`src/rtl/sent_frame_tx.sv`:
```
// SENT (SAE J2716) frame transmitter: sync, status, data nibbles, CRC and
// optional pause pulse, with a handshake to an external CRC calculator.
module sent_frame_tx #(
    parameter int TICK_W  = 16,
    parameter int CRC_TMO = 255
) (
    input  logic              clk,
    input  logic              rst,
    input  logic [TICK_W-1:0] sent_tick_div,
    input  logic              sent_frame_req,
    output logic              sent_frame_ready,
    input  logic [2:0]        sent_frame_len,
    input  logic [23:0]       sent_frame_data,
    input  logic [3:0]        sent_status,
    input  logic              sent_pause_en,
    input  logic [9:0]        sent_pause_ticks,
    output logic              sent_crc_req,
    output logic [2:0]        sent_crc_len,
    output logic [23:0]       sent_crc_data,
    input  logic              sent_crc_ack,
    input  logic [3:0]        sent_crc,
    output logic              sent_out,
    output logic              sent_frame_done,
    output logic              sent_frame_err
);

    localparam logic [2:0] S_IDLE     = 3'd0;
    localparam logic [2:0] S_CRC_REQ  = 3'd1;
    localparam logic [2:0] S_CRC_WAIT = 3'd2;
    localparam logic [2:0] S_SYNC     = 3'd3;
    localparam logic [2:0] S_STATUS   = 3'd4;
    localparam logic [2:0] S_DATA     = 3'd5;
    localparam logic [2:0] S_CRC      = 3'd6;
    localparam logic [2:0] S_PAUSE    = 3'd7;

    localparam int TMO_W = $clog2(CRC_TMO + 1);
    localparam logic [TMO_W-1:0] TMO_LAST = TMO_W'(CRC_TMO - 1);

    logic [2:0]        r_state;
    logic [TICK_W-1:0] r_div;
    logic [TICK_W-1:0] r_pre;
    logic [9:0]        r_tick;
    logic [TMO_W-1:0]  r_tmo;
    logic [2:0]        r_len;
    logic [2:0]        r_nib;
    logic [23:0]       r_shift;
    logic [3:0]        r_status;
    logic [3:0]        r_crc;
    logic              r_pause_en;
    logic [9:0]        r_pause;
    logic              r_out;
    logic              r_ready;
    logic              r_done;
    logic              r_err;
    logic              r_crc_req;
    logic [2:0]        r_crc_len;
    logic [23:0]       r_crc_data;

    logic              w_accept;
    logic [2:0]        w_len_c;
    logic [9:0]        w_pause_c;
    logic              w_pulse;
    logic              w_nxt_pulse;
    logic [9:0]        w_plen;
    logic              w_tick_end;
    logic              w_last;
    logic              w_tmo;
    logic              w_last_nib;
    logic [2:0]        w_nxt;
    logic [TICK_W-1:0] w_nxt_pre;
    logic [9:0]        w_nxt_tick;

    assign w_accept  = sent_frame_req && r_ready;
    assign w_len_c   = (sent_frame_len == 3'd0) ? 3'd1 :
                       (sent_frame_len == 3'd7) ? 3'd6 : sent_frame_len;
    assign w_pause_c = (sent_pause_ticks < 10'd12) ? 10'd12 : sent_pause_ticks;

    // Line-pulse states are encoded contiguously from S_SYNC upward.
    assign w_pulse     = (r_state >= S_SYNC);
    assign w_nxt_pulse = (w_nxt >= S_SYNC);

    always_comb begin
        w_plen = 10'd56;
        case (r_state)
            S_STATUS: w_plen = 10'd12 + {6'd0, r_status};
            S_DATA:   w_plen = 10'd12 + {6'd0, r_shift[23:20]};
            S_CRC:    w_plen = 10'd12 + {6'd0, r_crc};
            S_PAUSE:  w_plen = r_pause;
            default:  w_plen = 10'd56;
        endcase
    end

    assign w_tick_end = (r_pre == r_div);
    assign w_last     = w_pulse && w_tick_end && (r_tick == w_plen - 10'd1);
    assign w_tmo      = (r_state == S_CRC_WAIT) && !sent_crc_ack &&
                        (r_tmo == TMO_LAST);
    assign w_last_nib = (r_nib == r_len - 3'd1);

    always_comb begin
        w_nxt = r_state;
        case (r_state)
            S_IDLE:     if (w_accept) w_nxt = S_CRC_REQ;
            S_CRC_REQ:  w_nxt = S_CRC_WAIT;
            S_CRC_WAIT: begin
                if (sent_crc_ack)   w_nxt = S_SYNC;
                else if (w_tmo)     w_nxt = S_IDLE;
            end
            S_SYNC:     if (w_last) w_nxt = S_STATUS;
            S_STATUS:   if (w_last) w_nxt = S_DATA;
            S_DATA:     if (w_last && w_last_nib) w_nxt = S_CRC;
            S_CRC:      if (w_last) w_nxt = r_pause_en ? S_PAUSE : S_IDLE;
            S_PAUSE:    if (w_last) w_nxt = S_IDLE;
            default:    w_nxt = S_IDLE;
        endcase
    end

    // Counters restart at zero at every pulse boundary and outside pulses.
    always_comb begin
        w_nxt_pre  = '0;
        w_nxt_tick = '0;
        if (w_pulse && !w_last) begin
            if (w_tick_end) begin
                w_nxt_tick = r_tick + 10'd1;
            end else begin
                w_nxt_pre  = r_pre + TICK_W'(1);
                w_nxt_tick = r_tick;
            end
        end
    end

    always_ff @(posedge clk) begin
        if (rst) begin
            r_state    <= S_IDLE;
            r_div      <= '0;
            r_pre      <= '0;
            r_tick     <= '0;
            r_tmo      <= '0;
            r_len      <= 3'd0;
            r_nib      <= 3'd0;
            r_shift    <= 24'd0;
            r_status   <= 4'd0;
            r_crc      <= 4'd0;
            r_pause_en <= 1'b0;
            r_pause    <= 10'd0;
            r_out      <= 1'b1;
            r_ready    <= 1'b1;
            r_done     <= 1'b0;
            r_err      <= 1'b0;
            r_crc_req  <= 1'b0;
            r_crc_len  <= 3'd0;
            r_crc_data <= 24'd0;
        end else begin
            r_state   <= w_nxt;
            r_pre     <= w_nxt_pre;
            r_tick    <= w_nxt_tick;
            // Output reflects the pulse position of the coming cycle.
            r_out     <= !(w_nxt_pulse && (w_nxt_tick < 10'd5));
            r_ready   <= (w_nxt == S_IDLE);
            r_done    <= w_last && (w_nxt == S_IDLE);
            r_err     <= w_tmo;
            r_crc_req <= (r_state == S_IDLE) && w_accept;
            r_tmo     <= (r_state == S_CRC_WAIT) ? r_tmo + TMO_W'(1) : '0;
            if ((r_state == S_IDLE) && w_accept) begin
                r_div      <= sent_tick_div;
                r_len      <= w_len_c;
                r_nib      <= 3'd0;
                r_shift    <= sent_frame_data;
                r_status   <= sent_status;
                r_pause_en <= sent_pause_en;
                r_pause    <= w_pause_c;
                r_crc_len  <= w_len_c;
                r_crc_data <= sent_frame_data;
            end
            if ((r_state == S_CRC_WAIT) && sent_crc_ack) begin
                r_crc <= sent_crc;
            end
            if ((r_state == S_DATA) && w_last && !w_last_nib) begin
                r_shift <= {r_shift[19:0], 4'd0};
                r_nib   <= r_nib + 3'd1;
            end
        end
    end

    assign sent_out         = r_out;
    assign sent_frame_ready = r_ready;
    assign sent_frame_done  = r_done;
    assign sent_frame_err   = r_err;
    assign sent_crc_req     = r_crc_req;
    assign sent_crc_len     = r_crc_len;
    assign sent_crc_data    = r_crc_data;

endmodule

```
`config.mk`:
```
export PLATFORM = sky130hd
export DESIGN_NAME = sent_frame_tx
export DESIGN_NICKNAME = d
export VERILOG_FILES = /design/src/rtl/sent_frame_tx.sv
export SDC_FILE = /design/constraint.sdc
export NUM_CORES = 1
export LEC_CHECK = 0
export CAP_MARGIN = 20
export CORE_MARGIN = 2
export CORE_UTILIZATION = 58
export CTS_CLUSTER_SIZE = 10
export DETAILED_ROUTE_END_ITERATION = 8
export PLACE_DENSITY = 0.85
export SYNTH_ARGS = -nofsm -noshare
export SYNTH_HDL_FRONTEND = slang
export SYNTH_SLANG_ARGS = --single-unit
export TNS_END_PERCENT = 10
```
`constraint.sdc`:
```
create_clock -name clk -period 9.3 [get_ports clk]
set_input_delay 1.86 -clock clk [delete_from_list [all_inputs] [get_ports clk]]
set_output_delay 1.86 -clock clk [all_outputs]
set_load 0.02 [all_outputs]
```
**Word-level counts from Yosys, hierarchy flattened**

Index checks and enable logic that the tools add are counted.

- Word-level logic and storage cells: 90
- Output and inout bits: 32
- Bits of input ports: 66
- Flip-flop bits (word level): 131

- Eq/ne operators: 12
- Bitwise operators: 2
- Multiplexer cells: 20
- Add/sub/neg operators: 9
- Reduce and logical (&&, ||, !) cells: 24
- $lt $le $gt $ge: 4

Operators with widths:

| kind | number |
|---|---|
| two-way mux 24 bit | 2 |
| case mux 10 bit (4 select lines) | 1 |
| two-way mux 3 bit | 13 |
| two-way mux 10 bit | 3 |
| case mux 3 bit (8 select lines) | 1 |
| adder 16 x 1 -> 16 bit (second input constant) | 1 |
| equality test 16 bit | 1 |
| adder 4 x 4 -> 5 bit (first input constant) | 3 |
| equality test 3 bit (second input constant) | 5 |
| logical AND 1 bit | 13 |
| adder 10 x 1 -> 10 bit (second input constant) | 1 |
| equality test 10 bit | 1 |
| less-than comparator 10 x 3 -> 1 bit (second input constant) | 1 |
| less-than comparator 10 x 4 -> 1 bit (second input constant) | 1 |
| subtractor 10 x 1 -> 10 bit (second input constant) | 1 |
| logical NOT 3 bit | 3 |
| adder 8 x 1 -> 8 bit (second input constant) | 1 |
| equality test 8 bit (second input constant) | 1 |
| equality test 3 x 2 -> 1 bit (second input constant) | 2 |
| >= comparator 3 x 2 -> 1 bit (second input constant) | 2 |
| logical NOT 1 bit | 4 |
| OR reduction 2 bit | 2 |
| adder 3 x 1 -> 3 bit (second input constant) | 1 |
| equality test 3 x 1 -> 1 bit (second input constant) | 1 |
| other kinds (5) | 6 |

**Logic depth before layout (Yosys ltp)**

Gate-level depths: netlist of run 1.

- Depth after elaboration: 11
- Gate-level depth with buffers: 19
- Depth with buffers taken out: 15

**Worst setup path after synthesis of run 1**

No wires, ideal clock.

- Path kind: register to register
- Start: register r_state[1]
- End: register r_out (netlist: sent_out)
- Path slack: 5.759 ns
- Required time: 9.176 ns
- Stages on the path, launching flop included: 17
- Library setup time: 0.124 ns
- Buffers on the path: 3
- Period minus slack after synthesis: 3.541 ns
- Data arrival time: 3.416 ns
- Cells stage by stage: dfxtp_1 buf_6 buf_2 clkbuf_1 nand2b_1 o22ai_1 nand2_1 o21ai_0 ha_1 a31oi_1 nor4b_4 a21oi_1 a2111oi_4 o2111ai_1 a22o_1 a22o_1 a2111o_1

- Word-level cells in the longest chain between the ends: 11
- Elaborated cells on any way between the ends: 33
- Those cells by class: add/sub (1); order compare (3); eq/ne (8); mux (11); reduce/logical (10)

Ends and longest elaborated chain:

| what | line | text |
|---|---|---|
| start: declaration | 39 | `logic [2:0] r_state;` |
| start signal: assignment | 153 | `r_state <= w_nxt;` |
| equality test 3 bit | 84, 101 |  |
| case mux 10 bit (4 select lines) | 84 | `case (r_state)` |
| subtractor 10 x 1 -> 10 bit | 94 | `assign w_last = w_pulse && w_tick_end && (r_tick == w_plen - 10'd1);` |
| equality test 10 bit | 94 |  |
| logical AND 1 bit | 94 |  |
| logical NOT 1 bit or logical AND 1 bit (tied branches) | 121, 110 |  |
| logical AND 1 bit or two-way mux 3 bit (tied branches) | 121, 110 |  |
| two-way mux 10 bit or case mux 3 bit (8 select lines) (tied branches) | 121, 101 |  |
| less-than comparator 10 x 3 -> 1 bit or >= comparator 3 x 2 -> 1 bit (tied branches) | 157, 80 |  |
| logical AND 1 bit (*) | 157 | `r_out <= !(w_nxt_pulse && (w_nxt_tick < 10'd5));` |
| logical NOT 1 bit (*) | 157 |  |
| end signal: assignment | 157 |  |
| end: declaration | 51 | `logic r_out;` |

Mark *: on every way between the ends. The rest lies on a longest branch, timed or not.
A chain may end at the register's enable or synchronous reset.

**Final worst setup path of run 1**

- Start: register r_state[2]
- End: register r_pre[5]

- Word-level cells in the longest chain between the ends: 9
- Elaborated cells on any way between the ends: 14
- Those cells by class: add/sub (1); order compare (1); eq/ne (5); mux (1); bitwise (1); reduce/logical (5)

Ends and longest elaborated chain:

| what | line | text |
|---|---|---|
| equality test 3 bit | 84 |  |
| case mux 10 bit (4 select lines) | 84 |  |
| subtractor 10 x 1 -> 10 bit | 94 |  |
| equality test 10 bit | 94 |  |
| logical AND 1 bit | 94 |  |
| logical NOT 1 bit | 121 | `if (w_pulse && !w_last) begin` |
| logical AND 1 bit (*) | 121 |  |
| inverter 1 bit (no line) (*) | - |  |
| OR reduction 3 bit (no line) (*) | - |  |
| end signal: assignment | 154 | `r_pre <= w_nxt_pre;` |
| end: declaration | 41 | `logic [TICK_W-1:0] r_pre;` |

Marks and branches as above.

==> qor.csv, run 1 <==
stage,metric,value,unit
clock_tree,TritonCTS buffer count,17,
route,DRT Pass-1 Iters,5,
placed_design,RePlAce Congestion,0.912,
route,number of remaining DRC errors,0,
hold_path,Hold Path Class,flip-flop to flip-flop,
yosys,asr flop ratio synth,0,
placed_design,detailed placement HPWL,10500,um
critical_path,R2R cell count,12,
final_layout,area delta synth->final,23.9,%
hold_path,WHS Endpoint,r_shift[1],
route,DR WL/cell,15.4,um
clock_tree,Clock Sinks,131,
hold_path,hold path startpoint,r_shift[1],
die,row cnt,37,
yosys,Synth cell types,68,
critical_path,R2R Setup Slk,4.37,ns
die,num ports,98,
final_layout,Antenna Cells,0,
placed_design,# port buffers,97,
critical_path,critical path class,flip-flop to flip-flop,
timing,Final Hold Fails,0,
timing,Relative slew margins,0.253,
critical_path,"Req. time, crit path",9.67,ns
clock_tree,Max H-tree Level,4,
clock_tree,post-cts resize count,0,
critical_path,worst-path fanout max,22,
pwr,Comb pwr share,0.256,
yosys,total nets after synthesis,855,
hold_path,Hold Path Depth,2,
pwr,power per standard cell area,232,nW/um2
timing,worst hold slack,0.458,ns
pwr,sw frac,0.317,
critical_path,CP endpoint kind,flip-flop,
global_routing,GRT overflow,0,
critical_path,Critical R2R Launch,r_state[2],
yosys,#FFs+latches synth,131,
placed_design,Setup Slack @ Placement,4.44,ns
final_layout,share of layout cells above drive strength 1,0.0708,
critical_path,crit path DAT,5.30,ns
pwr,Lkg Pwr,2.73,nW
final_layout,# nets final,925,
pwr,clock network fraction of total power,0.347,
run_status,status,completed,
timing,Final Cycle Share,0.530,
timing,Final setup violation count,0,
route,Final ANT Viol Nets,0,
timing,Post-Route Setup TNS,0,ns
die,Initial Util,0.603,
pwr,Sequential Power Share,0.397,
global_routing,vias in the first global route,5520,
timing,RSZ-0062 raised after global routing,no,
timing,Worst-Margin Slew,1.12,ns
timing,f_max,0.203,GHz
yosys,predominant post-synthesis flop cell,dfxtp_1,
route,vias per cell,5.64,
yosys,Avg Inst Size Synth,8.04,um2
global_routing,first-pass GRT wire length,25600,um
global_routing,largest net degree at the start of global routing,96,
route,WL final,15400,um
global_routing,Tot GR Track Use,0.277,
route,initial DRC count,336,
yosys,top-area cell type share of the netlist area,0.418,
global_routing,initial antenna violation count,0,
yosys,post-synthesis sequential area ratio,0.418,
critical_path,Setup crit start kind,flip-flop,
die,width of the die,108,um
die,Die Y,108,um
timing,Final Max Slew Viols,0,
die,DIE AREA,11700,um2
timing,clock skew,0.00786,ns
timing,Final min period,4.93,ns
pwr,maximum VDD drop,0.000199,V
clock_tree,"CTS clk-pin slew, worst paths",0.06,ns
clock_tree,# hold bufs at CTS,0,
yosys,Mapped Cells,781,
clock_tree,worst-skew pair later-pin latency,0.53,ns
pwr,internal power,1.23,mW
clock_tree,clock root buffer master,clkbuf_8,
clock_tree,post-CTS setup buffer count,0,
run,number of max-cap violations,0,
die,total core area,10400,um2
yosys,number of synthesized flops with an enable pin,0,
yosys,top cell type by total area after synthesis,dfxtp_1,
clock_tree,CTS tree,built,
clock_tree,clock buffer depth,2,
yosys,"top cells by area, synth","dfxtp_1 42%, nand2_1 9.4%, xnor2_1 5.9%",
yosys,Syn Std Cell Area,6280,um2
pwr,Switch Pwr,0.572,mW
timing,final setup margin,4.37,ns
critical_path,FF-to-FF End,r_pre[5],
route,vias,5627,
yosys,yosys warns,0,
-- cells in the mapped netlist (all sizes together) (2+ instances only) --
| master | number |
|---|---|
| a211oi | 4 |
| or3b | 2 |
| o21ai | 11 |
| and3 | 31 |
| a31oi | 6 |
| inv | 13 |
| nand2 | 158 |
| ha | 8 |
| nor2 | 93 |
| clkbuf | 37 |
| nand4b | 2 |
| nor2b | 6 |
| a22oi | 2 |
| a21oi | 71 |
| nand4 | 10 |
| nor4b | 2 |
| a311oi | 3 |
| nor3 | 30 |
| o21a | 2 |
| nor4 | 3 |
| xnor2 | 42 |
| o211ai | 2 |
| o22ai | 5 |
| mux2i | 9 |
| and2 | 3 |
| or2 | 2 |
| nand3 | 23 |
| nand3b | 3 |
| a22o | 2 |
| xor2 | 22 |
| buf | 13 |
| o2111ai | 2 |
| dfxtp | 131 |
| nand2b | 8 |
-- registers in the layout, indices dropped and copies added, names as in the netlist, 3 cells and up --
register,count
sent_crc_len,3
r_status,4
r_pre,16
r_div,16
sent_crc_data,24
r_crc,4
r_nib,3
r_tick,10
r_shift,24
r_pause,10
r_state,3
r_tmo,8
-- worst max-delay path, stage by stage, from the launching register on --
cell,delay (ns)
dfxtp_1,0.79
inv_1,0.30
a21oi_1,0.22
o21ai_0,0.11
ha_1,0.30
a31oi_1,0.15
nor4b_4,0.40
a21oi_1,0.13
a311oi_1,0.52
o211a_2,0.43
or3_1,0.38
or2_1,0.91
nor2_1,0.12
-- layout by cell type, fill, tap and decap left out, types with 10 or more instances in the layout --
cell / Yosys / layout
nor3_1: 30 / 30
nor2_1: 83 / 82
nand2_1: 158 / 158
xnor2_1: 42 / 42
inv_1: 13 / 13
dfxtp_1: 131 / 131
clkbuf_16: 0 / 16
nand3_1: 23 / 23
a21oi_1: 71 / 71
and3_1: 31 / 31
clkdlybuf4s50_1: 0 / 96
nand4_1: 10 / 10
xor2_1: 22 / 22
-- logic make-up after synthesis --
family	count (synthesis)	synth area share
xor+xnor	64	0.0892
compound gates	123	0.122
fa+ha+maj	9	0.0175
buf+inv	63	0.0440
simple gates	381	0.294
mux	10	0.0161
flops	131	0.418
-- final cells by class --
| class | count | area, um2 |
|---|---|---|
| Multi-Input combinational cell | 587 | 3400 |
| Fill cell | 771 | 2630 |
| Sequential cell | 131 | 2620 |
| Timing Repair Buffer | 101 | 996 |
| Clock buffer | 19 | 442 |
| Tap cell | 136 | 170 |
| Clock inverter | 10 | 110 |
| Inverter | 13 | 48.8 |
-- layer usage --
metal  GRT usage  up-vias  wire [um]  part of all wire
met5           0        -          0                 0
met4       0.123        0        448             0.029
met3      0.0784       42        997             0.065
met2       0.459      172       7420              0.48
met1       0.334     2649       6500              0.42
li1            -     2764          -                 -
-- worst max-delay path by stage --
stage	start	to	slack [ns]	cells past startpoint
finish	r_state[2]	r_pre[5]	4.37	12
global route	r_state[1]	r_pre[6]	3.97	12
CTS	r_state[2]	r_pre[6]	4.40	12
detailed placement	r_state[2]	r_pre[6]	4.44	12
global placement	r_state[2]	r_pre[15]	4.67	12
floorplan	r_state[1]	sent_out	5.76	16
-- stage by stage --
stage | power (mW) | util | area (um2) | cells
after floorplan | 1.04 | - | 6280 | 781
after global placement | 1.17 | 0.694 | 7230 | 968
after detailed placement | 1.19 | 0.694 | 7230 | 968
after CTS | 1.81 | 0.747 | 7780 | 997
after global routing | 1.89 | 0.747 | 7780 | 997
final | 1.80 | 0.747 | 7780 | 997
-- power by group through the flow --
stage	clock, mW	sequential (mW)	combinational, mW
2_1_floorplan	0	0.722	0.313
3_3_place_gp	0	0.721	0.449
3_5_place_dp	0	0.726	0.460
4_1_cts	0.632	0.715	0.464
5_1_grt	0.658	0.727	0.510
6_report	0.626	0.716	0.462
No activity file was read; power rests on OpenSTA's default activity.
==> run 2: changes to the inputs <==
CORE_UTILIZATION = 49   (was 58)
PLACE_DENSITY = 0.77   (was 0.85)
clock period = 4.1 ns   (was 9.3 ns; I/O delays follow)
==> run 2 against run 1 <==
Net effect: flip-flop and latch count is the same; cell count is 4.6% higher; worst hold slack worse by 0.0036 ns; critical path depth up 3; clock-buffer cell count grew 2; utilization decreased by 12 points; non-clock buffer count increased by 8; clock power grew 140%; sequential power up 120%; critical path type unchanged; largest cell class unchanged; largest power group unchanged.
==> qor.csv, run 2 (synthesis gave the netlist of run 1 again) <==
stage,metric,value,unit,change
clock_tree,CTS tree,built,,unchanged
placed_design,Placed Area,7340,um2,was 7230 um2
final_layout,most frequent cells in the layout,"158 x nand2_1, 131 x dfxtp_1, 96 x clkdlybuf4s50_1",,unchanged
route,vias,5511,,was 5627
run_status,status,completed,,unchanged
timing,Worst-Margin Slew,1.00,ns,was 1.12 ns
critical_path,critical path class,flip-flop to flip-flop,,unchanged
timing,RSZ-0062 raised after global routing,no,,unchanged
pwr,Lkg Pwr,2.77,nW,was 2.73 nW
critical_path,CP max stage cell,dfxtp_1,,was or2_1
timing,Final Hold Fails,0,,unchanged
critical_path,Setup crit start kind,flip-flop,,unchanged
die,row cnt,41,,was 37
timing,final setup margin,0.338,ns,was 4.37 ns
final_layout,"commonest non-fill, non-tap cell in the layout",nand2_1,,unchanged
global_routing,GRT overflow,0,,unchanged
clock_tree,Max H-tree Level,4,,unchanged
critical_path,worst-path fanout max,16,,was 22
route,WL final,14600,um,was 15400 um
route,initial DRC count,304,,was 336
final_layout,Fillers,1084,,was 771
global_routing,vias in the first global route,5058,,was 5520
critical_path,CP max stage delay,0.56,ns,was 0.91 ns
timing,Final min period,3.76,ns,was 4.93 ns
die,width of the die,117,um,was 108 um
pwr,power per standard cell area,528,nW/um2,was 232 nW/um2
timing,Final Max Slew Viols,0,,unchanged
timing,clock skew,0.0118,ns,was 0.00786 ns
global_routing,initial antenna violation count,0,,unchanged
final_layout,share of layout cells above drive strength 1,0.0792,,was 0.0708
placed_design,RePlAce Congestion,0.910,,was 0.912
route,Final ANT Viol Nets,0,,unchanged
die,total core area,12600,um2,was 10400 um2
final_layout,Antenna Cells,0,,unchanged
timing,Final Cycle Share,0.918,,was 0.530
final_layout,# nets final,933,,was 925
critical_path,cell mode on critical path,nand2_1,,was a21oi_1
route,DRT Pass-1 Iters,5,,unchanged
final_layout,Seq. cell area,2620,um2,unchanged
route,vias per cell,5.28,,was 5.64
critical_path,worst path cell trace,inv_1 > nand2_1 > o22ai_1 > nand2_1 > o21ai_0 > ha_1 > a31oi_1 > nor4b_4 > a21oi_1 > a2111oi_4 > o211a_2 > or3_1 > or2_1 > buf_4 > nor2_1,,was inv_1 > a21oi_1 > o21ai_0 > ha_1 > a31oi_1 > nor4b_4 > a21oi_1 > a311oi_1 > o211a_2 > or3_1 > or2_1 > nor2_1
placed_design,Setup Slack @ Placement,0.335,ns,was 4.44 ns
clock_tree,"CTS clk-pin slew, worst paths",0.05,ns,was 0.06 ns
clock_tree,worst-skew pair later-pin latency,0.42,ns,was 0.53 ns
critical_path,"Req. time, crit path",4.40,ns,was 9.67 ns
clock_tree,clock buffer depth,2,,unchanged
final_layout,area delta synth->final,26.2,%,was 23.9%
die,DIE AREA,13700,um2,was 11700 um2
timing,f_max,0.266,GHz,was 0.203 GHz
final_layout,final instance area,7930,um2,was 7780 um2
pwr,maximum VDD drop,0.000309,V,was 0.000199 V
timing,Relative slew margins,0.330,,was 0.253
timing,Post-Route Setup TNS,0,ns,unchanged
clock_tree,TritonCTS buffer count,17,,unchanged
clock_tree,Clock Sinks,131,,unchanged
run,number of max-cap violations,0,,unchanged
hold_path,Hold Path Class,flip-flop to flip-flop,,unchanged
die,num ports,98,,unchanged
die,Die Y,117,um,was 108 um
placed_design,detailed placement HPWL,10100,um,was 10500 um
global_routing,Tot GR Track Use,0.221,,was 0.277
route,number of remaining DRC errors,0,,unchanged
critical_path,crit path DAT,4.07,ns,was 5.30 ns
route,DR WL/cell,14.0,um,was 15.4 um
clock_tree,post-CTS setup buffer count,0,,unchanged
critical_path,CP endpoint kind,flip-flop,,unchanged
final_layout,area occupied by multi-input gates,3400,um2,about the same
global_routing,first-pass GRT wire length,23800,um,was 25600 um
placed_design,# port buffers,97,,unchanged
clock_tree,clock root buffer master,clkbuf_16,,was clkbuf_8
global_routing,largest net degree at the start of global routing,58,,was 96
timing,Final setup violation count,0,,unchanged
die,Initial Util,0.500,,was 0.603
[run 2: cell count changes in the layout (fill, tap and decap cells not counted)]
cell        previous run  this run
clkbuf_1               0         3
a311oi_1               3         2
clkbuf_8               3         1
inv_6                  1         0
a311oi_2               0         1
bufinv_16              2         3
buf_4                  4        12
clkbuf_16             16        17
clkinv_2               5         4
clkinvlp_4             1         2
[run 2: final timing paths]
kind,startpoint,endpoint,slack (ns),depth (start not counted)
min,sent_crc_data[14],sent_crc_data[14],0.45,2
max,r_state[0],r_pre[15],0.34,15
min reg2reg,sent_crc_data[14],sent_crc_data[14],0.45,2
max reg2reg,r_state[0],r_pre[15],0.34,15
[run 2: area by class of cell]
| class | instances | share of cell area |
|---|---|---|
| timing repair buffer | 109 | 0.133 |
| inverter | 13 | 0.00615 |
| multi-input combinational | 587 | 0.429 |
| clock inverter | 10 | 0.0169 |
| sequential | 131 | 0.331 |
| clock buffer | 21 | 0.0568 |
| tap | 172 | 0.0271 |
[run 2: repair_timing]
| item | in CTS | in global routing |
|---|---|---|
| setup endpoints to repair | 0 | 12 |
| resized for setup | 0 | 1 |
| hold buffers | 0 | 0 |
[run 2: critical path: cells and delay by family, from the launching register on]
kind | cells | cell delay [ns]
AOI/OAI and AO/OA | 6 | 1.36
buffers and inverters | 2 | 0.45
and+or+nand+nor | 6 | 0.96
adders and majority gates | 1 | 0.30
DFF | 1 | 0.56
[run 2: through the flow]
step | hold WS, ns | instances | util | power [mW]
2_1_floorplan | 0.433 | 781 | - | 2.35
3_3_place_gp | 0.442 | 1012 | 0.584 | 2.69
3_5_place_dp | 0.450 | 1012 | 0.584 | 2.71
4_1_cts | 0.458 | 1043 | 0.630 | 4.21
5_1_grt | 0.474 | 1043 | 0.631 | 4.41
6_report | 0.454 | 1043 | 0.631 | 4.18
[run 2: per-layer routing]
metal,vias up,GRT usage,share of wire,wire length [um]
met5,-,0,0,0
met1,2525,0.285,0.44,6480
met2,149,0.343,0.46,6780
met4,0,0.0933,0.028,413
li1,2807,-,-,-
met3,30,0.0705,0.065,948
[run 2: power breakdown]
group / switching, mW / internal, mW / leakage (nW)
sequential: 0.149 / 1.46 / 1.07
clock: 0.538 / 0.963 / 0.283
combinational: 0.604 / 0.474 / 1.42
